$ cat src/rtl/alu_cmd_seq.sv
// alu_cmd_seq: three-state sequencer that registers a command into an external ALU,
// captures its combinational result and hands it downstream, counting deliveries.
module alu_cmd_seq #(
  parameter int WIDTH = 9,
  parameter int CNT_W = 8
) (
  input  logic             clk,
  input  logic             rst_n,
  input  logic             cmd_valid,
  output logic             cmd_ready,
  input  logic [WIDTH-1:0] cmd_a,
  input  logic [WIDTH-1:0] cmd_b,
  input  logic [1:0]       cmd_sel,
  output logic [WIDTH-1:0] alu_a,
  output logic [WIDTH-1:0] alu_b,
  output logic [1:0]       alu_sel,
  input  logic [WIDTH-1:0] alu_z,
  output logic             res_valid,
  input  logic             res_ready,
  output logic [WIDTH-1:0] res_data,
  output logic [1:0]       res_sel,
  output logic [CNT_W-1:0] op_count
);
  typedef enum logic [1:0] {IDLE, EXEC, DONE} state_t;
  state_t           r_state, w_next;
  logic [WIDTH-1:0] r_a, r_b, r_data;
  logic [1:0]       r_sel, r_res_sel;
  logic [CNT_W-1:0] r_cnt;
  logic             w_accept, w_deliver;
  assign w_accept  = (r_state == IDLE) && cmd_valid;
  assign w_deliver = (r_state == DONE) && res_ready;
  always_comb begin
    w_next = r_state;
    case (r_state)
      IDLE:    w_next = cmd_valid ? EXEC : IDLE;
      EXEC:    w_next = DONE;
      DONE:    w_next = res_ready ? IDLE : DONE;
      default: w_next = IDLE;
    endcase
  end
  always_ff @(posedge clk or negedge rst_n) begin
    if (!rst_n) begin
      r_state   <= IDLE;
      r_a       <= '0;
      r_b       <= '0;
      r_sel     <= '0;
      r_data    <= '0;
      r_res_sel <= '0;
      r_cnt     <= '0;
    end else begin
      r_state <= w_next;
      if (w_accept) begin
        r_a   <= cmd_a;
        r_b   <= cmd_b;
        r_sel <= cmd_sel;
      end
      if (r_state == EXEC) begin
        r_data    <= alu_z;
        r_res_sel <= r_sel;
      end
      if (w_deliver) r_cnt <= r_cnt + 1'b1;
    end
  end
  assign cmd_ready = (r_state == IDLE);
  assign res_valid = (r_state == DONE);
  assign alu_a     = r_a;
  assign alu_b     = r_b;
  assign alu_sel   = r_sel;
  assign res_data  = r_data;
  assign res_sel   = r_res_sel;
  assign op_count  = r_cnt;
endmodule
$ cat config.mk
export PLATFORM = sky130hd
export DESIGN_NAME = alu_cmd_seq
export DESIGN_NICKNAME = d
export VERILOG_FILES = /design/src/rtl/alu_cmd_seq.sv
export SDC_FILE = /design/constraint.sdc
export NUM_CORES = 1
export LEC_CHECK = 0
export CAP_MARGIN = 20
export CORE_MARGIN = 5
export CORE_UTILIZATION = 41
export DETAILED_ROUTE_END_ITERATION = 10
export PLACE_DENSITY_LB_ADDON = 0.15
export SYNTH_ARGS = -nofsm -noshare
export SYNTH_HDL_FRONTEND = slang
export SYNTH_SLANG_ARGS = --single-unit
$ cat constraint.sdc
create_clock -name clk -period 1.63 [get_ports clk]
set_clock_uncertainty 0.15 [all_clocks]
set_input_delay 0.2445 -clock clk [delete_from_list [all_inputs] [get_ports clk]]
set_output_delay 0.2445 -clock clk [all_outputs]
set_load 0.005 [all_outputs]
==> metrics.yaml, run 1 <==
status:
  outcome: "finished clean"
critical_path:
  critical_path.startpoint: "op_count[2]$_DFFE_PN0P_"
  cp.required_ns: 1.24
  cp-end-kind: "output port"
  slowest_delay_ns: 0.52
  cp_max_fo: 3
  arrival_ns: 1.22
  path_buf_inv: 1
  critical_path.top_delay_family: "buffers and inverters"
  worst_setup_path_start_kind: "flip-flop"
  regToRegStartpoint: "r_state[1]$_DFF_PN0_"
  slowest_stage: "clkdlybuf4s50_1"
  path_cells: "clkdlybuf4s50_1"
  crit_type: "flip-flop to output port"
place:
  globalplace.congestion: 0.734
  place_hpwl_mm: 2.91
  io_buffers: 73
  dpl_cell_area_um2: 2500
cells_and_area:
  area_growth_pct: 61.7
  antennaDiodeCount: 0
  fin_area_um2: 2700
  fin_nets: 226
  multi_input_area_um2: 622
  post-route-util_pct: 68.0
  seq_area_um2: 1030
  mostFrequentLayoutCell: "clkdlybuf4s50_1"
  fillCellCount: 256
  layout_common_cells: "70 x clkdlybuf4s50_1, 39 x dfrtp_1, 19 x mux2_4"
  drive_gt1_share_pct: 30.1
timing:
  setup_viol: 0
  slew_headroom_pct: 70.4
  final-hold-violation-count: 0
  period_minus_slack_ns: 1.61
  tns_ns: 0
  max_freq_mhz: 621
  period_share_pct: 98.8
  worst_slew_pin_slew_ns: 0.443
  hold_ws_ns: 0.316
  slew_violations: 0
global_routing:
  antenna_found_initial: 0
  overflow: 0
  grt_pass1_vias: 1296
  grt_max_degree: 24
  grtUsageTotal_pct: 15.4
  grt_pass1_wl_mm: 6.20
cts:
  cts_buffers: 5
  cts.sinks: 41
  cts.htree.levels: 2
  clockRootBuffer: "clkbuf_8"
  cts_tree: "done"
  cts.reportedPaths.clkPinSlew_ns: 0.07
  clock_latency_ns: 0.28
  cts_buffer_depth: 2
logic_synthesis:
  synth_area_leader_cell: "dfrtp_1"
  yosysTopAreaCellShare_pct: 61.5
  synth_area_um2: 1670
  yosys_warnings: 0
  netlist_top_cells_area: "dfrtp_1 61%, mux2_4 17%, mux2_2 8.8%"
  ys_seq_area_share_pct: 61.5
  syn_avg_cell_area_um2: 16.4
  syn_nets: 136
  ys_seq_elements: 41
  ys_types: 20
  syn_inst: 102
drt:
  via_per_inst: 4.71
  drcViolationCount: 0
  drt_iter0_drc: 28
  drt_first_pass_iters: 4
  drt-total-wl_mm: 3.95
  ant_nets: 0
  routedWlPerCell_um: 16.3
  vias: 1144
die:
  core_um2: 3970
  io_pins: 74
  rows: 23
  die_h_um: 73.8
  initial_core_util_pct: 42.0
  die_area_um2: 5450
  die_w_um: 73.8
power_and_ir_drop:
  power_mw: 4.99
  p_per_area_nw_per_um2: 1850
  worst_ir_drop_vdd_uv: 1110
  leakage_nw: 1.22
flow_run:
  maxCapViolCount: 0
hold_path:
  hold_path_class: "input pin to asynchronous set/reset pin"
## worst paths after layout
path	end	slack, ns	depth (start not counted)
hold reg to reg	op_count[7]$_DFFE_PN0P_	0.32	1
hold / removal	alu_b[7]$_DFFE_PN0P_	0.32	2
max in group asynchronous	r_state[1]$_DFF_PN0_	0.53	3
min in group clk	op_count[7]$_DFFE_PN0P_	0.32	1
setup reg to reg	res_data[7]$_DFFE_PN0N_	0.13	4
setup / recovery	op_count[2]	0.02	1
## registers in the layout, indices dropped and copies added (netlist names)
register	count
op_count	8
alu_sel	2
alu_b	9
alu_a	9
res_sel	2
r_state	2
res_data	9
## where the power goes
group	leakage (nW)	switching, mW	internal, mW	total, mW
clock	0.0585	0.322	0.499	0.821
sequential	0.489	0.293	1.50	1.79
combinational	0.672	0.713	1.67	2.38
total	1.22	1.33	3.66	4.99
## synthesized netlist by cell type
library cell,count
and2_4,1
and3_1,1
buf_4,1
buf_6,2
dfrtp_1,41
ha_1,1
inv_1,1
mux2_2,13
mux2_4,19
nand2_1,3
nand2b_1,2
nand3_1,2
nand3b_4,1
nor2_1,2
nor2_2,1
nor3_1,2
nor4_1,1
o21ai_0,1
xnor2_1,1
xor2_1,6
## area by class of cell
| class | count | area share [%] |
|---|---|---|
| flip-flops and latches | 41 | 38.1 |
| inverters | 1 | 0.139 |
| repair buffers | 86 | 32.1 |
| multi-input cells | 57 | 23.0 |
| well taps | 50 | 2.32 |
| clock buffers | 7 | 3.20 |
| clock inverters | 1 | 1.11 |
## per-stage QoR
stage	cells	setup WS (ns)
floorplan	102	0.176
global placement	227	0.0146
detailed placement	227	-0.0250
CTS	241	0.00812
global route	243	-0.0100
finish	243	0.0203
## routing by layer
layer / GRT usage, % / vias to the layer above / wire length [um]
met1: 17.8 / 556 / 1500
met5: 0 / - / 0
li1: - / 530 / -
met3: 3.97 / 9 / 301
met4: 7.24 / 0 / 74
met2: 26.3 / 49 / 2080
## logic make-up (layout without fill, tap and decap cells)
family | count (synthesis) | count (layout) | share of synthesized area, %
and+or+nand+nor | 16 | 16 | 5.92
buffers and inverters | 4 | 95 | 2.02
AOI/OAI and AO/OA | 1 | 1 | 0.300
adders and majority gates | 1 | 1 | 0.750
muxes | 32 | 32 | 25.9
xor gates and xnor gates | 7 | 7 | 3.67
DFF | 41 | 41 | 61.5
## repair_timing
item | CTS | global route
buffers inserted | 5 | 2
endpoints found under the hold margin | 18 | 0
endpoints found under the setup margin | 6 | 1
resized for setup | 8 | 0
hold buffers | 1 | 0
Power figures use the tool's default switching activity.
==> run 2: changes to the inputs <==
--- a/config.mk
+++ b/config.mk
@@ -5,11 +5,14 @@
 export SDC_FILE = /design/constraint.sdc
 export NUM_CORES = 1
 export LEC_CHECK = 0
+export ABC_AREA = 1
 export CAP_MARGIN = 20
 export CORE_MARGIN = 5
 export CORE_UTILIZATION = 41
 export DETAILED_ROUTE_END_ITERATION = 10
 export PLACE_DENSITY_LB_ADDON = 0.15
+export RECOVER_POWER = 100
+export SKIP_LAST_GASP = 1
 export SYNTH_ARGS = -nofsm -noshare
 export SYNTH_HDL_FRONTEND = slang
 export SYNTH_SLANG_ARGS = --single-unit
==> metrics.yaml, run 2 <==
drt:
  drt-total-wl_mm: 3.87  # -2.2%
  drcViolationCount: 0  # unchanged
  routedWlPerCell_um: 12.7  # -22%
  ant_nets: 0  # unchanged
  vias: 1403  # +23%
  via_per_inst: 4.60  # -2.3%
  drt_first_pass_iters: 4  # unchanged
  drt_iter0_drc: 64  # +130%
power_and_ir_drop:
  worst_ir_drop_vdd_uv: 794  # -28%
  p_clk_share_pct: 16.3  # about the same
  power_mw: 4.41  # -12%
  switchingPower_mw: 1.32  # -0.84%
  seqPwrFrac_pct: 38.5  # +2.7 points
  p_sw_share_pct: 29.9  # +3.3 points
  leakage_nw: 1.28  # +4.6%
  intPower_mw: 3.09  # -16%
  pwr-share-comb_pct: 45.2  # -2.5 points
  p_per_area_nw_per_um2: 1680  # -9.0%
die:
  io_pins: 74  # unchanged
  initial_core_util_pct: 43.3  # +1.3 points
  die_area_um2: 5310  # -2.5%
  die_w_um: 72.9  # -1.2%
  die_h_um: 72.9  # -1.2%
  core_um2: 3740  # -5.7%
  rows: 22  # -4.3%
critical_path:
  worst_setup_path_start_kind: "flip-flop"
  arrival_ns: 1.21  # about the same
  cp-end-kind: "output port"
  cp_max_fo: 3  # unchanged
  rr_endpoint: "op_count[7]$_DFFE_PN0P_"
  crit_type: "flip-flop to output port"
  cp.required_ns: 1.24  # about the same
  reg2reg_setup_slack_ns: 0.13  # about the same
  regToRegStartpoint: "r_state[0]$_DFF_PN0_"
  r2r_cells: 7  # +3
cells_and_area:
  fillCellCount: 311  # +21%
  fin_nets: 290  # +28%
  mostFrequentLayoutCell: "nand2_1"
  area_growth_pct: 61.6  # about the same
  layout_common_cells: "72 x nand2_1, 68 x clkdlybuf4s50_1, 41 x dfrtp_1"
  antennaDiodeCount: 0  # unchanged
  drive_gt1_share_pct: 15.6  # -14 points
place:
  place_hpwl_mm: 2.81  # -3.7%
  io_buffers: 73  # unchanged
  globalplace.congestion: 0.708  # -3.6%
logic_synthesis:
  syn_inst: 163  # +60%
  syn_avg_cell_area_um2: 9.95  # -39%
  yosys_warnings: 0  # unchanged
  async_reset_ff_share_pct: 100  # unchanged
  synth_most_common_cell: "nand2_1"
  ys_types: 17  # -15%
  netlist_top_cells_area: "dfrtp_1 63%, nand2_1 17%, mux2_2 6.3%"
  synth_area_leader_cell: "dfrtp_1"
  yosysTopAreaCellShare_pct: 63.3  # +1.8 points
  synth-main-ff-cell: "dfrtp_1"
  ys_seq_elements: 41  # unchanged
  syn_nets: 197  # +45%
  synthTopCellsByCount: "72 x nand2_1, 41 x dfrtp_1, 11 x inv_1"
  ys_seq_area_share_pct: 63.3  # +1.8 points
  synth_area_um2: 1620  # -2.8%
  synth_edf_count: 0  # unchanged
cts:
  cts_buffer_depth: 2  # unchanged
  cts_buffers: 5  # unchanged
  cts.sinks: 41  # unchanged
  cts.reportedPaths.clkPinSlew_ns: 0.08  # about the same
  cts.htree.levels: 2  # unchanged
  cts_tree: "done"
  clockRootBuffer: "clkbuf_8"
  clock_latency_ns: 0.28  # about the same
timing:
  slew_headroom_pct: 67.8  # -2.6 points
  period_minus_slack_ns: 1.60  # -0.00561 ns
  period_share_pct: 98.4  # -0.34 points
  slew_violations: 0  # unchanged
  max_freq_mhz: 623  # +0.35%
  final-hold-violation-count: 0  # unchanged
  setup_viol: 0  # unchanged
  rsz0062_at_grt: "yes"
  worst_slew_pin_slew_ns: 0.482  # +0.0390 ns
  hold_ws_ns: 0.295  # -0.0214 ns
  tns_ns: 0  # unchanged
global_routing:
  grt_pass1_vias: 1520  # +17%
  antenna_found_initial: 0  # unchanged
  overflow: 0  # unchanged
  grtUsageTotal_pct: 15.9  # +0.59 points
  grt_max_degree: 24  # unchanged
  grt_pass1_wl_mm: 6.62  # +6.9%
flow_run:
  maxCapViolCount: 0  # unchanged
hold_path:
  hold_path_class: "input pin to asynchronous set/reset pin"
status:
  outcome: "finished clean"
[run 2: cell count changes in the layout (fill, tap and decap cells not counted), moves of 4 or more]
cell     previous run  this run
nand2_1             3        72
mux2_4             19         0
inv_1               1        11
buf_4               8        15
nand3_1             2         7
mux2_2             13         9
xor2_1              6         2
[run 2: metal layers]
| metal | wire length, um | track usage [%] | up-vias |
|---|---|---|---|
| li1 | - | - | 687 |
| met1 | 1530 | 17.8 | 668 |
| met2 | 1940 | 27.8 | 44 |
| met3 | 371 | 6.47 | 4 |
| met4 | 21 | 4.71 | 0 |
| met5 | 0 | 0 | - |
[run 2: final cells by class]
class | count | area, um2 | share of cell area [%]
inverter | 12 | 45.0 | 1.72
sequential | 41 | 1030 | 39.2
clock buffer | 7 | 96.3 | 3.68
clock inverter | 1 | 5.00 | 0.191
multi-input combinational | 106 | 526 | 20.1
timing repair buffer | 90 | 862 | 32.9
tap | 48 | 60.1 | 2.29
[run 2: cell families after synthesis]
logic type	count (synthesis)	share of synthesized area [%]
AND/OR/NAND/NOR	87	21.5
XOR/XNOR	4	2.16
AO/OA/AOI/OAI	5	1.54
adder cells (fa/ha/maj)	1	0.771
buffers and inverters	16	4.47
flip-flops	41	63.3
multiplexers	9	6.25
[run 2: critical path, cell delays in order, from the launching register on]
cell and delay [ns]:
dfrtp_1 0.42, buf_4 0.15, nor2_2 0.11, dlygate4sd2_1 0.25
[run 2: how the worst max path moves through the flow]
stage	from	end	slack [ns]	cells past startpoint
after global routing	r_state[0]$_DFF_PN0_	res_valid	-0.05	3
final	r_state[0]$_DFF_PN0_	res_valid	0.03	3
after global placement	res_ready	op_count[6]$_DFFE_PN0P_	0.06	6
after detailed placement	res_ready	op_count[7]$_DFFE_PN0P_	-0.03	6
after floorplan	r_state[0]$_DFF_PN0_	res_data[3]$_DFFE_PN0N_	0.36	3
after CTS	r_state[0]$_DFF_PN0_	cmd_ready	-0.14	2
[run 2: power by group through the flow]
| stage | combinational [mW] | clock [mW] | sequential, mW |
|---|---|---|---|
| global placement | 1.82 | 0 | 1.73 |
| finish | 1.99 | 0.719 | 1.70 |
| CTS | 1.95 | 0.735 | 1.72 |
| floorplan | 0.652 | 0 | 1.77 |
| global route | 2.20 | 0.785 | 1.76 |
| detailed placement | 1.85 | 0 | 1.75 |
[run 2: timing repair]
| item | in CTS | in global routing |
|---|---|---|
| hold buffers | 1 | 0 |
| buffers inserted | 6 | 6 |
| gates resized for setup | 2 | 3 |
| endpoints found under the hold margin | 19 | 0 |
| pin swaps | 1 | 1 |
| endpoints found under the setup margin | 6 | 5 |
[run 2: metrics by stage]
| stage | setup WS, ns | cells | area [um2] | util, % |
|---|---|---|---|---|
| 2_1_floorplan | 0.359 | 163 | 1620 | - |
| 3_3_place_gp | 0.0565 | 284 | 2420 | 64.7 |
| 3_5_place_dp | -0.0340 | 284 | 2420 | 64.7 |
| 4_1_cts | -0.140 | 299 | 2580 | 68.9 |
| 5_1_grt | -0.0470 | 305 | 2620 | 70.0 |
| 6_report | 0.0259 | 305 | 2620 | 70.0 |
==> run 3: changes to the inputs <==
--- a/config.mk
+++ b/config.mk
@@ -6,13 +6,13 @@
 export NUM_CORES = 1
 export LEC_CHECK = 0
 export ABC_AREA = 1
-export CAP_MARGIN = 20
 export CORE_MARGIN = 5
 export CORE_UTILIZATION = 41
 export DETAILED_ROUTE_END_ITERATION = 10
 export PLACE_DENSITY_LB_ADDON = 0.15
 export RECOVER_POWER = 100
 export SKIP_LAST_GASP = 1
+export SLEW_MARGIN = 5
 export SYNTH_ARGS = -nofsm -noshare
 export SYNTH_HDL_FRONTEND = slang
 export SYNTH_SLANG_ARGS = --single-unit
==> results of run 3 <==
No change in the layout: final DEF, timing and power equal those of run 2.
